--- config.mk ---
export PLATFORM = sky130hd
export DESIGN_NAME = tree_spawner
export DESIGN_NICKNAME = d
export VERILOG_FILES = /design/src/rtl/tree_spawner.sv
export SDC_FILE = /design/constraint.sdc
export NUM_CORES = 1
export LEC_CHECK = 0
export BUFFER_PORTS_ARGS = -buffer_cell sky130_fd_sc_hd__buf_2
export CORE_ASPECT_RATIO = 1.75
export CORE_MARGIN = 1
export CORE_UTILIZATION = 55
export CTS_BUF_LIST = sky130_fd_sc_hd__clkbuf_4 sky130_fd_sc_hd__clkbuf_8 sky130_fd_sc_hd__clkbuf_16
export CTS_CLUSTER_DIAMETER = 80
export DETAILED_ROUTE_END_ITERATION = 7
export GPL_TIMING_DRIVEN = 0
export HOLD_SLACK_MARGIN = 0.05
export PLACE_DENSITY = 0.77
export SLEW_MARGIN = 10
export SYNTH_ARGS = -nofsm -noshare
export SYNTH_HDL_FRONTEND = slang
export SYNTH_SLANG_ARGS = --single-unit
--- constraint.sdc ---
create_clock -name clk -period 2.3 [get_ports clk]
set_clock_uncertainty 0.1 [all_clocks]
set_input_delay 0.23 -clock clk [delete_from_list [all_inputs] [get_ports clk]]
set_output_delay 0.23 -clock clk [all_outputs]
set_load 0.05 [all_outputs]
--- src/rtl/tree_spawner.sv ---
`default_nettype none
// ============================================================================
// Module   : tree_spawner
// Purpose  : Paces tree spawns by frame count, picks the lowest free slot,
//            pulses a one-hot deploy and confirms it through slotActive.
// Revision : 1.0  initial release
// ============================================================================
module tree_spawner #(
  parameter int         NUM_TREES     = 4,
  parameter int         BASE_INTERVAL = 45,
  parameter int         INTERVAL_STEP = 8,
  parameter int         MIN_INTERVAL  = 10,
  parameter int         ACK_TIMEOUT   = 4,
  parameter logic [7:0] LFSR_SEED     = 8'hA5
) (
  input  logic                 clk,
  input  logic                 resetN,
  input  logic                 startOfFrame,
  input  logic                 enable,
  input  logic [1:0]           speed,
  input  logic [NUM_TREES-1:0] slotActive,
  output logic [NUM_TREES-1:0] deploy,
  output logic [7:0]           random,
  output logic [7:0]           spawnCount,
  output logic [7:0]           missedCount,
  output logic                 ackError
);

  localparam int IDX_W   = (NUM_TREES > 1) ? $clog2(NUM_TREES) : 1;
  localparam int MAX_INT = (BASE_INTERVAL > MIN_INTERVAL) ? BASE_INTERVAL : MIN_INTERVAL;
  localparam int CNT_W   = $clog2(MAX_INT + 1);
  localparam int TO_W    = $clog2(ACK_TIMEOUT + 1);

  typedef enum logic [2:0] {
    S_IDLE   = 3'd0,
    S_WAIT   = 3'd1,
    S_SELECT = 3'd2,
    S_DEPLOY = 3'd3,
    S_ACK    = 3'd4
  } state_t;

  state_t               state_q;
  logic [7:0]           lfsr_q;
  logic [7:0]           lfsr_d;
  logic [7:0]           random_q;
  logic [IDX_W-1:0]     idx_q;
  logic [CNT_W-1:0]     frame_q;
  logic [TO_W-1:0]      to_q;
  logic [NUM_TREES-1:0] deploy_q;
  logic [7:0]           spawn_q;
  logic [7:0]           missed_q;
  logic                 ackerr_q;

  logic [CNT_W-1:0]     load_val;
  logic                 free_found;
  logic [IDX_W-1:0]     free_idx;

  function automatic logic [CNT_W-1:0] interval_for(input logic [1:0] spd);
    int v;
    v = BASE_INTERVAL - INTERVAL_STEP * int'(spd);
    if (v < MIN_INTERVAL) v = MIN_INTERVAL;
    return CNT_W'(v);
  endfunction

  // Taps 8,6,5,4: a nonzero seed can never reach the all-zero state.
  assign lfsr_d   = {lfsr_q[6:0], lfsr_q[7] ^ lfsr_q[5] ^ lfsr_q[4] ^ lfsr_q[3]};
  assign load_val = interval_for(speed);

  always_comb begin
    free_found = 1'b0;
    free_idx   = '0;
    for (int i = 0; i < NUM_TREES; i++) begin
      if (!slotActive[i] && !free_found) begin
        free_found = 1'b1;
        free_idx   = IDX_W'(i);
      end
    end
  end

  always_ff @(posedge clk) begin
    if (!resetN) begin
      state_q  <= S_IDLE;
      lfsr_q   <= LFSR_SEED;
      random_q <= LFSR_SEED;
      idx_q    <= '0;
      frame_q  <= '0;
      to_q     <= '0;
      deploy_q <= '0;
      spawn_q  <= 8'd0;
      missed_q <= 8'd0;
      ackerr_q <= 1'b0;
    end else begin
      lfsr_q   <= lfsr_d;
      deploy_q <= '0;
      if (!enable) begin
        state_q <= S_IDLE;
      end else begin
        case (state_q)
          S_IDLE: begin
            frame_q <= load_val;
            state_q <= S_WAIT;
          end
          S_WAIT: begin
            if (startOfFrame) begin
              frame_q <= frame_q - CNT_W'(1);
              if (frame_q == CNT_W'(1)) state_q <= S_SELECT;
            end
          end
          S_SELECT: begin
            if (free_found) begin
              random_q <= lfsr_q;
              idx_q    <= free_idx;
              deploy_q <= NUM_TREES'(1) << free_idx;
              state_q  <= S_DEPLOY;
            end else begin
              if (missed_q != 8'hFF) missed_q <= missed_q + 8'd1;
              frame_q <= load_val;
              state_q <= S_WAIT;
            end
          end
          S_DEPLOY: begin
            to_q    <= '0;
            state_q <= S_ACK;
          end
          S_ACK: begin
            if (slotActive[idx_q]) begin
              if (spawn_q != 8'hFF) spawn_q <= spawn_q + 8'd1;
              frame_q <= load_val;
              state_q <= S_WAIT;
            end else if (to_q == TO_W'(ACK_TIMEOUT - 1)) begin
              ackerr_q <= 1'b1;
              frame_q  <= load_val;
              state_q  <= S_WAIT;
            end else begin
              to_q <= to_q + TO_W'(1);
            end
          end
          default: state_q <= S_IDLE;
        endcase
      end
    end
  end

  assign deploy      = deploy_q;
  assign random      = random_q;
  assign spawnCount  = spawn_q;
  assign missedCount = missed_q;
  assign ackError    = ackerr_q;

endmodule
`default_nettype wire

==> metrics.cfg <==
[outcome]
status = finished, final reports clean

[yosys]
synth_area_leader_cell = dfxtp_1
synth-adder-area-share_pct = 3.32
synthFlopType = dfxtp_1
synth-compound-area-share_pct = 12.1
synth.top_cell.area_share_pct = 45.1
synth_cell_types = 44
postSynthCellCount = 254
yosysSeqAreaShare_pct = 45.1
muxShareOfSynthArea_pct = 2.76
synth_top_family_by_area = simple AND/OR/NAND/NOR gates
ys_top_cells_by_area = dfxtp_1 45%, nand2_1 5.3%, nand3_1 4.9%
syn_area_sq_um = 2260
ys_top_cells_by_count = 51 x dfxtp_1, 32 x nand2_1, 22 x nand3_1, 22 x nor2_1, 14 x a21oi_1
synthesis.nets = 270
ys_warn_count = 0
syn-mean-instance-area_sq_um = 8.91
synth_edf_count = 0
synth_xor_area_share_pct = 5.42
synth_simple_gate_area_share_pct = 28.7
synth.most_common_cell = dfxtp_1
ys_async_sr_fraction_pct = 0
ys_seq_elements = 51

[sta]
layout_min_cycle_time_ps = 2140
fin_crit_sh_pct = 93.2
tightest_slew_ps = 489
setup_viol = 0
rsz0062_at_grt = no
finalHoldViolCount = 0
slew_viol_final = 0
relSlewSlack_pct = 67.4
tns_ps = 0
fmax_mhz = 466
holdWs_ps = 56.6

[routing]
drt-wirelength-per-cell_um = 13.3
avgViaCountPerCell = 5.63
drtIter0Drc = 34
wirelength_um = 4640
ant_nets = 0
drc = 0
vias = 1971
first_pass_iters = 4

[clocking]
numCtsBuffers = 5
post_cts_buffers = 0
clockRootBuffer = clkbuf_8
cts_tree = done
clk_latency_ps = 310
htreeDepth = 2
cts_buffer_depth = 2
cts.sinks = 51
path_clk_slew_ps = 100

[layout]
nets = 317
fillCellCount = 360
drive_gt1_share_pct = 19.5
area_delta_synth_final_pct = 15.8
antenna_cells = 0

[die]
die_y_um = 86.9
start_util_pct = 58.0
num_rows = 30
io_pins = 39
die_x_um = 50.5
die_area_sq_um = 4390
core_sq_um = 3900

[global_routing]
grt_use_total_pct = 22.7
grt_pass1_vias = 1771
antenna_found_initial = 0
grt_max_degree = 17
grt_pass1_wl_um = 7580
overflow = 0

[setup_path]
crit_family = buffers and inverters
setup.worst_path.end_class = flip-flop
required_ps = 2390
cp_cell_sequence = dlygate4sd3_1 > buf_2 > mux4_2 > nor3_1 > nand3_1 > a21boi_2 > o22ai_1
worstPathArrival_ps = 2230
critPathSlowestCell = dlygate4sd3_1
crit_buf_inv = 2
worstSetupPathType = in -> reg
cp_max_fo = 6
start_kind = primary input
slowest_delay_ps = 550

[worst_hold_path]
hold_class = in -> reg

[placed_design]
numPortBuffers = 38
hpwl_um = 3440
gp_congestion = 0.810

[power_and_ir_drop]
ir_drop_mv = 0.535
power_density_nw_per_um2 = 605
leakage_nw = 1.07

[run]
cap_violations = 0

[metrics by stage]
step	cell area (sq um)	utilization, %	instances	worst slack [ps]	power, mW
final	2620	67.1	350	156	1.59
after global routing	2620	67.1	350	102	1.65
after CTS	2620	67.1	350	191	1.59
after detailed placement	2510	64.4	340	384	1.09
after global placement	2510	64.4	340	394	1.09
after floorplan	2260	-	254	456	1.04
[cell families (layout without fill, tap and decap cells)]
kind of cell	after synthesis	in the layout
simple gates	122	122
flops	51	51
compound gates	41	41
buf+inv	15	63
xor+xnor	14	14
fa+ha+maj	6	6
mux	5	5
[registers in the layout, indices dropped and copies added (netlist names)]
register     cells
lfsr_q           8
missedCount      8
random           8
spawnCount       8
frame_q          6
deploy           4
state_q          3
to_q             3
idx_q            2
ackError         1
[layer usage]
layer,GRT usage (%),share of wire [%],vias to the layer above
met5,0,0,-
met4,11.4,2.2,0
met3,4.54,2.5,11
met2,42.3,54,31
met1,23.1,41,936
li1,-,-,993
[worst paths after layout]
path,startpoint,endpoint,slack [ps],depth (start not counted)
worst max-delay path,slotActive[1],to_q[0],160,7
worst min-delay path,slotActive[0],deploy[0],60,2
worst max register to register,state_q[0],frame_q[5],350,6
worst min register to register,lfsr_q[6],lfsr_q[7],350,1
[layout make-up]
cell class	instances	area, sq um	area share, %
Clock inverter	3	18.8	0.716
Multi-Input combinational cell	188	1180	45.2
Tap cell	48	60.1	2.29
Clock buffer	5	68.8	2.63
Sequential cell	51	1020	38.9
Buffer	9	36.3	1.38
Inverter	6	22.5	0.859
Timing Repair Buffer	40	210	8.02
[where the power goes]
part | total (mW) | leakage (nW) | switching [mW] | internal [mW]
Sequential | 0.928 | 0.415 | 0.0204 | 0.908
Clock | 0.516 | 0.0483 | 0.301 | 0.215
Combinational | 0.142 | 0.605 | 0.0830 | 0.0591
Total | 1.59 | 1.07 | 0.405 | 1.18
[timing repair]
| item | 4_1_cts | 5_1_grt |
|---|---|---|
| hold endpoints to repair | 2 | 0 |
| hold buffers | 2 | 0 |
| gates resized for setup | 0 | 0 |
| endpoints found under the setup margin | 0 | 0 |
[cell usage in the layout, fill, tap and decap left out, types with 2 or more instances in the layout]
cell,instances
and4_1,2
a211oi_1,3
clkbuf_1,7
nor3_1,7
nand2b_1,6
clkbuf_8,5
inv_1,5
o21ai_0,9
nor3b_1,4
clkinv_2,2
nand3_1,22
nor2_1,22
or3_1,4
o22ai_1,3
a21oi_1,14
o211ai_2,2
nand4_1,5
dfxtp_1,51
xor2_1,8
mux2i_1,4
and2_1,7
buf_2,40
o31ai_1,2
and4bb_2,2
dlygate4sd3_1,2
nand2_1,32
xnor2_1,6
ha_1,6
(Power assumes the default switching activity.)
